**src/rtl/fxp_add_pkg.sv**
```systemverilog
// ============================================================================
// Module      : fxp_add_pkg
// Description : Shared types, default widths and helpers for the fixed-point
//               add/subtract family.
//               - fxp_cla_pg_t : group propagate / generate pair
//               - num_groups() : number of look-ahead groups, clog2-free
//               - c_fxp_add_*  : default widths used by the Add variants
// Revision    : 1.0 - initial release
// ============================================================================
`default_nettype none

package fxp_add_pkg;

  localparam int c_fxp_add_n_default  = 32;
  localparam int c_fxp_add_gw_default = 8;

  // Group-level propagate (p) and generate (g) of a look-ahead block.
  typedef struct packed {
    logic p;
    logic g;
  } fxp_cla_pg_t;

  // Number of GW-bit groups in an N-bit word. A non-positive GW returns 1
  // so that elaboration reaches the configuration check instead of
  // dividing by zero.
  function automatic int num_groups(input int n, input int gw);
    if (gw > 0) begin
      return n / gw;
    end
    return 1;
  endfunction

endpackage : fxp_add_pkg

`default_nettype wire

```
**src/rtl/carry_look_ahead_group.sv**
```systemverilog
// ============================================================================
// Module      : carry_look_ahead_group
// Description : Combinational GW-bit carry-look-ahead adder group.
// Ports       : a  [GW] in  - operand A slice
//               b  [GW] in  - operand B slice (already inverted for subtract)
//               ci      in  - carry into bit 0 of the group
//               s  [GW] out - sum slice
//               co      out - carry out of the group (look-ahead form)
//               pg      out - group propagate / generate
// Revision    : 1.0 - initial release
// ============================================================================
`default_nettype none

module carry_look_ahead_group
  import fxp_add_pkg::*;
#(
  parameter int GW = c_fxp_add_gw_default
) (
  input  logic [GW-1:0] a,
  input  logic [GW-1:0] b,
  input  logic          ci,
  output logic [GW-1:0] s,
  output logic          co,
  output fxp_cla_pg_t   pg
);

  logic [GW-1:0] w_p;
  logic [GW-1:0] w_g;
  logic [GW-1:0] w_c;    // carry into each bit of the group
  logic          w_gp;
  logic          w_gg;

  assign w_p = a ^ b;
  assign w_g = a & b;

  // The carry recurrence is written as a loop; synthesis flattens each
  // w_c[i] into a two-level sum of products over g/p of the lower bits.
  always_comb begin
    w_c    = '0;
    w_c[0] = ci;
    w_gp   = 1'b1;
    w_gg   = 1'b0;
    for (int i = 1; i < GW; i++) begin
      w_c[i] = w_g[i-1] | (w_p[i-1] & w_c[i-1]);
    end
    for (int i = 0; i < GW; i++) begin
      w_gg = w_g[i] | (w_p[i] & w_gg);
      w_gp = w_gp & w_p[i];
    end
  end

  assign s  = w_p ^ w_c;
  assign co = w_gg | (w_gp & ci);
  assign pg = '{p: w_gp, g: w_gg};

endmodule : carry_look_ahead_group

`default_nettype wire

```
**src/rtl/pipelined_carry_look_ahead_add.sv**
```systemverilog
// ============================================================================
// Module      : pipelined_carry_look_ahead_add
// Description : Pipelined N-bit carry-look-ahead add/subtract with a
//               valid/ready stream interface. One GW-bit group is resolved
//               per stage (NG = N/GW stages, latency NG, one op per cycle).
//               Pending operand bits ride in shrinking skew registers and
//               finished sum bits accumulate in growing de-skew registers.
// Ports       : clk            in       - clock, rising edge
//               rst_n          in       - synchronous active-low reset
//               in_valid       in       - operand beat valid
//               in_ready       out      - beat accepted this cycle
//               a, b       [N] in       - operands
//               ci             in       - carry in (ignored when sub=1)
//               sub            in       - 1: a - b, 0: a + b + ci
//               out_valid      out      - result valid
//               out_ready      in       - consumer accepts result
//               c          [N] out      - result
//               co             out      - carry out (sub: 1 = no borrow)
//               ovf            out      - signed overflow (option only)
// Options     : FXP_ADD_OVERFLOW_EN - adds the ovf output
// Revision    : 1.0 - initial release
// ============================================================================
`default_nettype none

module pipelined_carry_look_ahead_add
  import fxp_add_pkg::*;
#(
  parameter int N  = c_fxp_add_n_default,
  parameter int GW = c_fxp_add_gw_default
) (
  input  logic         clk,
  input  logic         rst_n,
  input  logic         in_valid,
  output logic         in_ready,
  input  logic [N-1:0] a,
  input  logic [N-1:0] b,
  input  logic         ci,
  input  logic         sub,
  output logic         out_valid,
  input  logic         out_ready,
  output logic [N-1:0] c,
  output logic         co
`ifdef FXP_ADD_OVERFLOW_EN
  ,
  output logic         ovf
`endif
);

  localparam int NG = num_groups(N, GW);

  if (GW < 1 || GW > N) begin : g_cfg_gw
    $error("pipelined_carry_look_ahead_add: GW=%0d must be in 1..N=%0d", GW, N);
  end else if (N % GW != 0) begin : g_cfg_div
    $error("pipelined_carry_look_ahead_add: N=%0d not a multiple of GW=%0d", N, GW);
  end

  logic         w_adv;        // whole pipeline shifts this cycle
  logic [N-1:0] w_b_entry;
  logic         w_cin_entry;

  // A single global enable: the pipe never collapses bubbles, so every slot
  // keeps its position and latency stays exactly NG while advancing.
  assign w_adv       = ~out_valid | out_ready;
  assign in_ready    = w_adv;
  assign w_b_entry   = sub ? ~b : b;
  assign w_cin_entry = sub | ci;

  for (genvar k = 0; k < NG; k++) begin : g_stage
    localparam int LO = k * GW;   // lowest bit resolved by this stage
    localparam int RW = N - LO;   // operand bits still pending at its input

    logic [RW-1:0]      w_a;
    logic [RW-1:0]      w_b;
    logic               w_ci;
    logic               w_vi;
    logic [GW-1:0]      w_s;
    logic               w_co;
    fxp_cla_pg_t        w_pg;
    logic               w_unused_pg;
    logic [LO+GW-1:0]   w_s_next;

    logic               r_vld;
    logic               r_cy;
    logic [LO+GW-1:0]   r_s;

    if (k == 0) begin : g_src_port
      assign w_a      = a;
      assign w_b      = w_b_entry;
      assign w_ci     = w_cin_entry;
      assign w_vi     = in_valid;
      assign w_s_next = w_s;
    end else begin : g_src_prev
      assign w_a      = g_stage[k-1].g_skew.r_a;
      assign w_b      = g_stage[k-1].g_skew.r_b;
      assign w_ci     = g_stage[k-1].r_cy;
      assign w_vi     = g_stage[k-1].r_vld;
      assign w_s_next = {w_s, g_stage[k-1].r_s};
    end

    carry_look_ahead_group #(
      .GW (GW)
    ) u_cla (
      .a  (w_a[GW-1:0]),
      .b  (w_b[GW-1:0]),
      .ci (w_ci),
      .s  (w_s),
      .co (w_co),
      .pg (w_pg)
    );

    // Group P/G exist for multi-level look-ahead; with one group per stage
    // the registered carry already comes from co.
    assign w_unused_pg = w_pg.p ^ w_pg.g;

    always_ff @(posedge clk) begin
      if (!rst_n) begin
        r_vld <= 1'b0;
        r_cy  <= 1'b0;
        r_s   <= '0;
      end else if (w_adv) begin
        r_vld <= w_vi;
        r_cy  <= w_co;
        r_s   <= w_s_next;
      end
    end

    // Skew registers carry only the operand bits later stages still need.
    if (k < NG - 1) begin : g_skew
      logic [RW-GW-1:0] r_a;
      logic [RW-GW-1:0] r_b;

      always_ff @(posedge clk) begin
        if (!rst_n) begin
          r_a <= '0;
          r_b <= '0;
        end else if (w_adv) begin
          r_a <= w_a[RW-1:GW];
          r_b <= w_b[RW-1:GW];
        end
      end
    end

`ifdef FXP_ADD_OVERFLOW_EN
    // The top group still holds the operand sign bits, so overflow is
    // resolved here without carrying signs through earlier stages.
    if (k == NG - 1) begin : g_ovf
      logic r_ovf;

      always_ff @(posedge clk) begin
        if (!rst_n) begin
          r_ovf <= 1'b0;
        end else if (w_adv) begin
          r_ovf <= (w_a[RW-1] == w_b[RW-1]) & (w_s[GW-1] != w_a[RW-1]);
        end
      end
    end
`endif
  end

  assign out_valid = g_stage[NG-1].r_vld;
  assign c         = g_stage[NG-1].r_s;
  assign co        = g_stage[NG-1].r_cy;
`ifdef FXP_ADD_OVERFLOW_EN
  assign ovf       = g_stage[NG-1].g_ovf.r_ovf;
`endif

endmodule : pipelined_carry_look_ahead_add

`default_nettype wire

```
**config.mk**
```make
export PLATFORM = sky130hd
export DESIGN_NAME = pipelined_carry_look_ahead_add
export DESIGN_NICKNAME = d
export VERILOG_FILES = /design/src/rtl/fxp_add_pkg.sv /design/src/rtl/carry_look_ahead_group.sv /design/src/rtl/pipelined_carry_look_ahead_add.sv
export SDC_FILE = /design/constraint.sdc
export NUM_CORES = 1
export LEC_CHECK = 0
export ABC_AREA = 1
export BUFFER_PORTS_ARGS = -buffer_cell sky130_fd_sc_hd__clkbuf_2
export CAP_MARGIN = 40
export CORE_ASPECT_RATIO = 1.25
export CORE_UTILIZATION = 57
export DETAILED_ROUTE_END_ITERATION = 10
export PLACE_DENSITY_LB_ADDON = 0.3
export SYNTH_ARGS = -nofsm -noshare
export SYNTH_HDL_FRONTEND = slang
export SYNTH_SLANG_ARGS = --single-unit
export TNS_END_PERCENT = 50
```
**constraint.sdc**
```tcl
create_clock -name clk -period 5.2 [get_ports clk]
set_input_delay 0.26 -clock clk [delete_from_list [all_inputs] [get_ports clk]]
set_output_delay 0.26 -clock clk [all_outputs]
set_load 0.02 [all_outputs]
```
==> impl_metrics.json, run 1 <==
{
  "crit_arrival_ps": 3800,
  "hold_viol": 0,
  "leakage_nw": 4.51,
  "cts_max_path_buffers": 2,
  "fin_util_pct": 67.3,
  "worstSkewPairLatency_ps": 420,
  "cp.required_ps": 5490,
  "synth_xor_area_share_pct": 3.99,
  "clkSinkCount": 184,
  "fin_crit_sh_pct": 67.5,
  "antenna_left": 0,
  "postCtsHoldBufs": 0,
  "cp-end-kind": "flip-flop",
  "ys_warn_count": 0,
  "fin_skew_ps": 5.95,
  "p_per_area_nw_per_um2": 350,
  "ys_ff_latch": 184,
  "cts_resized": 0,
  "cts_buffers": 17,
  "vias": 6151,
  "die_width_um": 107,
  "grt_overflow": 0,
  "period_needed_ps": 3510,
  "synthAdderAreaFrac_pct": 12.2,
  "drive_above_1_share_pct": 13.5,
  "die_area_um2": 14300,
  "synth_top_family_by_area": "simple AND/OR/NAND/NOR gates",
  "grt_pass1_wl_um": 24700,
  "antenna_found_initial": 0,
  "syn_to_final_growth_pct": 14.2,
  "finalSetupViolCount": 0,
  "final_cell_mix": "nor2_1 (278), dfxtp_1 (184), o21ai_0 (183)",
  "ys_seq_area_share_pct": 46.7,
  "finalNonFillerCells": 1219,
  "place_congestion": 0.763,
  "worstSetupPathDepth": 13,
  "clk_pin_slew_ps": 60,
  "max_cap_violations": 0,
  "rrSetupSlack_ps": 1780,
  "cts_tree": "yes",
  "ios": 105,
  "clock-root-buffer": "clkbuf_16",
  "path_class": "primary input to flip-flop",
  "rsz0062_at_grt": "no",
  "whs_ps": 92.6,
  "synthMuxAreaShare_pct": 0,
  "grt_max_degree": 120,
  "max_freq_mhz": 285,
  "row_count": 47,
  "crit_path_frequent_cell": "fa_1",
  "yosysUniqueCellTypes": 19,
  "grt_pass1_vias": 5575,
  "grt.total_usage_pct": 21.7,
  "max-slew-margin-rel_pct": 47.3,
  "postCtsSetupRepairBufs": 0,
  "crit_slowest_cell": "fa_1",
  "synth_compound_area_share_pct": 14.9,
  "drt_pass1_iterations": 5,
  "drc_errors": 0,
  "dpl.cell_count": 1188,
  "worstMarginPinSlew_ps": 791,
  "power_mw": 3.16,
  "nNetsFinal": 1166,
  "htree_levels": 4,
  "slowest_delay_ps": 420,
  "layout_commonest_cell": "nor2_1",
  "cp_top_family": "adder cells",
  "hold_depth": 3,
  "reg2reg_depth": 11,
  "synth_area_um2": 7900,
  "syn_nets": 1099,
  "outcome": "finished clean",
  "drt_wl_total_um": 14600,
  "post_drt_wl_per_cell_um": 12.0,
  "tns_ps": 0,
  "die_h_um": 134,
  "postSynthCellCount": 969,
  "crit_path_max_fanout": 6,
  "post-dp-hpwl_um": 9630,
  "synth-simple-area-share_pct": 16.2,
  "viasPerCell": 5.05,
  "critPathLaunchType": "primary input",
  "ir_drop_v": 0.000224,
  "crit_chain": "clkbuf_2 -> inv_2 -> nand2_1 -> inv_1 -> fa_1 -> fa_1 -> fa_1 -> fa_1 -> fa_1 -> fa_1 -> fa_1 -> xor2_1 -> a21oi_1",
  "diodes": 0,
  "drt_iter0_drc": 436,
  "start_util_pct": 58.9,
  "final_max_slew_viol_count": 0,
  "avgSynthCellArea_um2": 8.15,
  "crit_buf_inv": 3,
  "coreArea_um2": 13400,
  "hold_path_class": "primary input to flip-flop",
  "portBuffers": 104
}
==> metrics by stage <==
stage / area, um2 / worst slack, ps
after CTS: 9020 / 1660
after global placement: 8400 / 1250
after global routing: 9020 / 1450
after floorplan: 7900 / 1230
final: 9020 / 1690
after detailed placement: 8450 / 1210
==> tightest hold or removal path: cells and delay by family <==
kind                   cells  cell delay [ps]
buffers and inverters      1               70
AND/OR/NAND/NOR            1               80
AO/OA/AOI/OAI              1               70
==> state kept, by name (all words and copies together), names as in the netlist <==
register and cells:
out_valid 1, g_stage.g_skew.r_b 48, c 32, g_stage.r_s 48
co 1, g_stage.r_cy 3, g_stage.g_skew.r_a 48, g_stage.r_vld 3
==> synth_stat cells (all sizes together) <==
library cell | n | share of area (%)
a21oi | 50 | 3.2
buf | 32 | 2.0
clkbuf | 31 | 1.5
dfxtp | 184 | 47
fa | 28 | 7.1
ha | 32 | 5.1
inv | 54 | 2.6
nand2 | 56 | 2.7
nand3 | 1 | 0.063
nand4 | 2 | 0.16
nor2 | 279 | 13
o21a | 1 | 0.095
o21ai | 183 | 12
xnor2 | 34 | 3.8
xor2 | 2 | 0.22
==> logic make-up (layout without fill, tap and decap cells) <==
logic type                 after synthesis  count (layout)
and+or+nand+nor                        338             338
AOI/OAI and AO/OA                      234             234
DFF                                    184             184
buffers and inverters                  117             196
adders and majority gates               60              60
xor gates and xnor gates                36              36
==> cell type report <==
type,instances,area (um2)
fillers,1169,4390
clock inverters,8,97.6
flip-flops and latches,184,3680
well taps,171,214
multi-input cells,668,3730
inverters,54,208
repair buffers,111,616
clock buffers,23,468
==> path summary, 6_finish.rpt <==
kind	startpoint	endpoint
worst max-delay path	sub	g_stage[0].r_s[7]$_SDFFE_PN0P_
worst min-delay path	a[10]	g_stage[0].g_skew.r_a[2]$_SDFFE_PN0P_
worst max register to register	g_stage[1].r_cy$_SDFFE_PN0P_	g_stage[2].r_s[23]$_SDFFE_PN0P_
worst min register to register	g_stage[2].r_vld$_SDFFE_PN0P_	g_stage[2].r_vld$_SDFFE_PN0P_
==> layer usage <==
layer  wire length, um  track usage [%]
met4               196             7.99
met1              6840             27.4
met5                 0                0
met2              6930             36.1
met3               619             4.75
==> power breakdown <==
part	internal (mW)	switching, mW	total, mW
Sequential	1.52	0.0658	1.59
Clock	0.728	0.508	1.24
Combinational	0.142	0.189	0.330
Total	2.40	0.762	3.16
No activity file was read; power rests on OpenSTA's default activity.
==> run 2, diff against run 1 <==
CORE_UTILIZATION = 52   (was 57)
clock period = 2.9 ns   (was 5.2 ns; I/O delays follow)
==> run 2 against run 1 <==
- the run now ends with design-rule violations, negative hold slack, negative setup slack left
- register-to-register slack worse by 2000 ps
- count of clock-buffer cells in the layout decreased by 4
- clock power rose by 95%
- non-clock buffer count grew 40
- via count grew 1.4%
==> impl_metrics.json, run 2 (synthesis gave the netlist of run 1 again) <==
{
  "coreArea_um2": 14900,
  "post-dp-hpwl_um": 9420,
  "tns_ps": -1190,
  "rsz0062_at_grt": "yes",
  "clock-root-buffer": "clkbuf_16",
  "place_congestion": 0.757,
  "p_sw_share_pct": 24.1,
  "rrSetupSlack_ps": -220,
  "clkSinkCount": 184,
  "die_width_um": 112,
  "drt_iter0_drc": 324,
  "layout_commonest_cell": "nor2_1",
  "crit_start": "g_stage[1].g_skew.r_a[0]$_SDFFE_PN0P_",
  "grt_pass1_vias": 5670,
  "worstMarginPinSlew_ps": 692,
  "die_area_um2": 15700,
  "r2r-start": "g_stage[1].g_skew.r_a[0]$_SDFFE_PN0P_",
  "max-slew-margin-rel_pct": 53.9,
  "ir_drop_v": 0.000375,
  "grt_overflow": 0,
  "fin_ws_ps": -222,
  "final_max_slew_viol_count": 0,
  "post_drt_wl_per_cell_um": 11.9,
  "clk_pin_slew_ps": 60,
  "max_freq_mhz": 320,
  "cts_max_path_buffers": 2,
  "portBuffers": 104,
  "ios": 105,
  "fin_crit_sh_pct": 108,
  "p_per_area_nw_per_um2": 620,
  "cp-end-kind": "flip-flop",
  "switchingPower_mw": 1.43,
  "violations": "design-rule violations, negative hold slack, negative setup slack",
  "top_regs": "g_stage.g_skew.r_a (48), g_stage.g_skew.r_b (48), g_stage.r_s (48)",
  "drt_wl_total_um": 15200,
  "fin_skew_ps": 6.93,
  "fin_util_pct": 64.1,
  "pwr-share-seq_pct": 48.1,
  "final_cell_mix": "nor2_1 (278), o21ai_0 (180), dfxtp_1 (178)",
  "diodes": 0,
  "row_count": 50,
  "drive_above_1_share_pct": 18.8,
  "pre_cts_ws_ps": -639,
  "crit_arrival_ps": 3480,
  "path_class": "flip-flop to flip-flop",
  "r2r_end": "g_stage[2].r_s[22]$_SDFFE_PN0P_",
  "p_int_mw": 4.50,
  "drc_errors": 4,
  "critPathLaunchType": "flip-flop",
  "grt_max_degree": 153,
  "vias": 6235,
  "die_h_um": 140,
  "outcome": "complete, but fails checks",
  "syn_to_final_growth_pct": 20.9,
  "htree_levels": 4,
  "viasPerCell": 4.91,
  "antenna_found_initial": 0,
  "reg2reg_depth": 11,
  "hold_depth": 3,
  "cts_buffers": 17,
  "crit_path_max_fanout": 2,
  "period_needed_ps": 3120,
  "min_to": "g_stage[0].g_skew.r_a[18]$_SDFFE_PN0P_",
  "p_clk_share_pct": 40.8,
  "drt_pass1_iterations": 7,
  "leakage_nw": 4.69,
  "cts_tree": "yes",
  "hold_path_class": "primary input to flip-flop",
  "worstSkewPairLatency_ps": 430,
  "finalSetupViolCount": 8,
  "hold_viol": 1,
  "min_from": "a[26]",
  "start_util_pct": 53.0,
  "whs_ps": -0.203,
  "max_cap_violations": 0,
  "grt_pass1_wl_um": 25800,
  "nNetsFinal": 1206,
  "pwr-share-comb_pct": 11.1,
  "nFillCells": 1339,
  "power_mw": 5.92,
  "grt.total_usage_pct": 20.3,
  "antenna_left": 0,
  "cp.required_ps": 3260
}
run 2: final cells by class:
type                       count  area, um2  share of cell area [%]
multi-input combinational    668       3830                    40.1
sequential                   184       3690                    38.7
timing repair buffer         151        975                    10.2
clock buffer                  19        443                    4.64
tap                          182        228                    2.39
inverter                      54        208                    2.18
clock inverter                13        178                    1.86
run 2: stage by stage:
step           std cells  cell area [um2]
2_1_floorplan        969             7980
3_3_place_gp        1217             8660
3_5_place_dp        1217             8660
4_1_cts             1271             9530
6_report            1271             9550
5_1_grt             1271             9550
run 2: metal layers:
metal	global-route usage (%)	vias to the layer above	routed length [um]
met4	6.81	0	255
met5	0	-	0
met2	35.1	85	7700
li1	-	3303	-
met3	4.83	18	468
met1	24.8	2829	6740
run 2: timing repair:
item | 4_1_cts | 5_1_grt
setup buffers | 1 | 0
hold buffers | 21 | 0
gates resized for setup | 21 | 4
setup endpoints to repair | 9 | 9
pin swaps | 4 | 1
endpoints found under the hold margin | 21 | 0
run 2: how the worst max path moves through the flow:
stage | endpoint | slack [ps] | depth (start not counted)
after floorplan | g_stage[0].r_s[7]$_SDFFE_PN0P_ | -530 | 12
after CTS | g_stage[2].r_s[22]$_SDFFE_PN0P_ | -240 | 11
after global placement | g_stage[0].r_s[7]$_SDFFE_PN0P_ | -580 | 13
after global routing | g_stage[1].r_s[14]$_SDFFE_PN0P_ | -350 | 11
after detailed placement | g_stage[0].r_s[7]$_SDFFE_PN0P_ | -640 | 13
final | g_stage[2].r_s[22]$_SDFFE_PN0P_ | -220 | 11
run 2: critical path, stage by stage (launching register included):
cell	delay (ps)
dfxtp_2	320
inv_2	60
fa_1	150
inv_1	50
fa_2	340
fa_2	370
fa_2	360
fa_2	370
fa_2	360
fa_2	520
o21ai_1	50
nor2_1	100
run 2: power groups by stage:
stage / Clock (mW) / Sequential, mW / Combinational, mW
finish: 2.42 / 2.85 / 0.658
global route: 2.56 / 2.87 / 0.763
CTS: 2.45 / 2.85 / 0.663
detailed placement: 0 / 2.90 / 0.632
global placement: 0 / 2.90 / 0.613
floorplan: 0 / 2.91 / 0.403
==> run 3, diff against run 2 <==
ABC_AREA = default   (was 1)
SLEW_MARGIN = 40   (was default)
==> run 3 against run 2 <==
- the flow finishes with violations (negative setup slack)
- area after synthesis up 6.0%
- cell area up 5.3%
- combinational power up 3.5%
- core utilization up 0.21 points
- via count down 0.22%
- register-to-register slack worse by 110 ps
- non-clock buffer count up 11
- sequential share of layout area down 2.0 points
==> impl_metrics.json, run 3 <==
{
  "outcome": "complete, but fails checks",
  "violations": "negative setup slack",
  "post-dp-hpwl_um": 10600,
  "nNetsFinal": 1164,
  "grt_overflow": 0,
  "p_per_area_nw_per_um2": 585,
  "period_needed_ps": 3230,
  "hold_path_class": "primary input to flip-flop",
  "antenna_left": 0,
  "ys_ff_latch": 184,
  "rsz0062_at_grt": "yes",
  "pwr-share-seq_pct": 47.8,
  "leakage_nw": 4.54,
  "finalSetupViolCount": 8,
  "post_drt_wl_per_cell_um": 13.0,
  "postSynthCellCount": 917,
  "p_sw_share_pct": 23.3,
  "nFillCells": 1337,
  "portBuffers": 104,
  "cp.required_ps": 3220,
  "hold_viol": 0,
  "vias": 6221,
  "synth_most_common_cell": "nand2_1",
  "cts_tree": "yes",
  "row_count": 51,
  "cts_buffers": 17,
  "clock-root-buffer": "clkbuf_16",
  "fin_skew_ps": 4.98,
  "syn_nets": 1047,
  "grt.total_usage_pct": 20.8,
  "die_h_um": 144,
  "max-slew-margin-rel_pct": 54.8,
  "synthFlopType": "dfxtp_1",
  "die_width_um": 115,
  "drt_wl_total_um": 16300,
  "design_area_um2": 10100,
  "grt_use_met2_pct": 30.7,
  "grt_pass1_wl_um": 27200,
  "switchingPower_mw": 1.37,
  "drt_iter0_drc": 412,
  "seq_area_um2": 3690,
  "synth_area_leaders": "dfxtp_1 (44%), nand2_1 (14%), a21boi_0 (8.3%)",
  "worstSkewPairLatency_ps": 430,
  "ios": 105,
  "viasPerCell": 4.95,
  "syn_to_final_growth_pct": 20.2,
  "grt_pass1_vias": 5673,
  "pwr-share-comb_pct": 11.6,
  "synth_top_cell_by_area": "dfxtp_1",
  "max_cap_violations": 0,
  "final_cell_mix": "nand2_1 (323), dfxtp_1 (181), clkbuf_2 (102)",
  "layout_commonest_cell": "nand2_1",
  "postCtsSetupRepairBufs": 0,
  "ys_seq_area_share_pct": 44.0,
  "fin_util_pct": 64.3,
  "final_max_slew_viol_count": 0,
  "drt_pass1_iterations": 4,
  "ys_warn_count": 0,
  "yosys-top-cells-count": "nand2_1 (323), dfxtp_1 (184), a21boi_0 (92), a21boi_1 (50), o211a_1 (37)",
  "p_int_mw": 4.51,
  "htree_levels": 4,
  "synth_area_um2": 8370,
  "cts_max_path_buffers": 2,
  "avgSynthCellArea_um2": 9.13,
  "place_congestion": 0.779,
  "max_freq_mhz": 309,
  "drive_above_1_share_pct": 20.1,
  "clk_pin_slew_ps": 60,
  "use_met1_pct": 29.5,
  "drc_errors": 0,
  "fin_crit_sh_pct": 111,
  "synth_edf_count": 0,
  "yosysTopAreaCellShare_pct": 44.0,
  "coreArea_um2": 15600,
  "p_clk_share_pct": 40.7,
  "yosysUniqueCellTypes": 37,
  "placed_area_um2": 9130,
  "critPathLaunchType": "flip-flop",
  "worstMarginPinSlew_ps": 677,
  "ir_drop_v": 0.000312,
  "fin_ws_ps": -332,
  "diodes": 0,
  "start_util_pct": 53.5,
  "grt_util_met3_pct": 4.93,
  "async_reset_ff_share_pct": 0,
  "grt_max_degree": 146,
  "grt_busiest_layer": "met2",
  "die_area_um2": 16600,
  "crit_path_max_fanout": 2,
  "antenna_found_initial": 0,
  "multi_input_area_um2": 4330,
  "top_regs": "g_stage.g_skew.r_a (48), g_stage.g_skew.r_b (48), g_stage.r_s (48)",
  "crit_arrival_ps": 3560,
  "path_class": "flip-flop to flip-flop",
  "clkSinkCount": 184,
  "cp-end-kind": "flip-flop"
}
run 3: critical path, cell delays in order (launching register included):
cell,delay [ps]
dfxtp_2,320
inv_2,60
fa_2,200
inv_2,40
fa_2,340
fa_2,370
fa_2,360
fa_2,350
fa_2,360
fa_2,360
xnor2_2,140
nand2_1,80
o211a_1,150
run 3: kinds of logic (layout without fill, tap and decap cells):
kind of cell | Yosys count | count (layout) | synth area share [%]
and+or+nand+nor | 332 | 332 | 15.1
AOI/OAI and AO/OA | 213 | 213 | 20.0
DFF | 184 | 184 | 44.0
buffers and inverters | 91 | 220 | 5.44
adders and majority gates | 60 | 60 | 11.5
xor gates and xnor gates | 36 | 36 | 3.77
muxes | 1 | 1 | 0.135
run 3: power groups by stage:
| stage | clock (mW) | combinational [mW] | sequential (mW) |
|---|---|---|---|
| final | 2.39 | 0.681 | 2.81 |
| after global routing | 2.54 | 0.779 | 2.83 |
| after global placement | 0 | 0.630 | 2.86 |
| after detailed placement | 0 | 0.640 | 2.86 |
| after floorplan | 0 | 0.427 | 2.86 |
| after CTS | 2.45 | 0.679 | 2.81 |
run 3: final cells by class:
cell class / count / share of cell area, %
Multi-Input combinational cell: 642 / 43.0
Clock inverter: 6 / 1.12
Inverter: 27 / 1.06
Timing Repair Buffer: 162 / 10.5
Sequential cell: 184 / 36.7
Tap cell: 212 / 2.64
Clock buffer: 25 / 5.03
run 3: timing repair:
action / in CTS / in global routing
setup endpoints to repair: 9 / 10
resized for setup: 17 / 10
hold buffers: 25 / 0
endpoints found under the hold margin: 25 / 0
pin swaps: 6 / 6
run 3: final timing paths:
| kind | startpoint | to | slack, ps | depth (start not counted) |
|---|---|---|---|---|
| worst min-delay path | b[18] | g_stage[0].g_skew.r_b[10]$_SDFFE_PN0P_ | 60 | 4 |
| worst min register to register | g_stage[1].r_s[3]$_SDFFE_PN0P_ | g_stage[1].r_s[3]$_SDFFE_PN0P_ | 450 | 2 |
| worst max register to register | g_stage[2].r_cy$_SDFFE_PN0P_ | c[31]$_SDFFE_PN0P_ | -330 | 12 |
| worst max-delay path | g_stage[2].r_cy$_SDFFE_PN0P_ | c[31]$_SDFFE_PN0P_ | -330 | 12 |
run 3: layer usage:
layer | part of all wire (%) | wire length, um | vias up
li1 | - | - | 3250
met1 | 51 | 8280 | 2847
met2 | 45 | 7270 | 106
met3 | 3.4 | 552 | 18
met4 | 1.4 | 226 | 0
met5 | 0 | 0 | -
run 3: metrics by stage:
stage	setup TNS [ps]	instances	total power [mW]	worst slack [ps]	hold slack (ps)
4_1_cts	-1510	1258	5.93	-308	47.2
2_1_floorplan	-2430	917	3.29	-550	284
5_1_grt	-2340	1258	6.15	-436	52.9
3_5_place_dp	-3330	1202	3.50	-581	378
6_report	-1500	1258	5.88	-332	60.0
3_3_place_gp	-2900	1202	3.49	-535	371
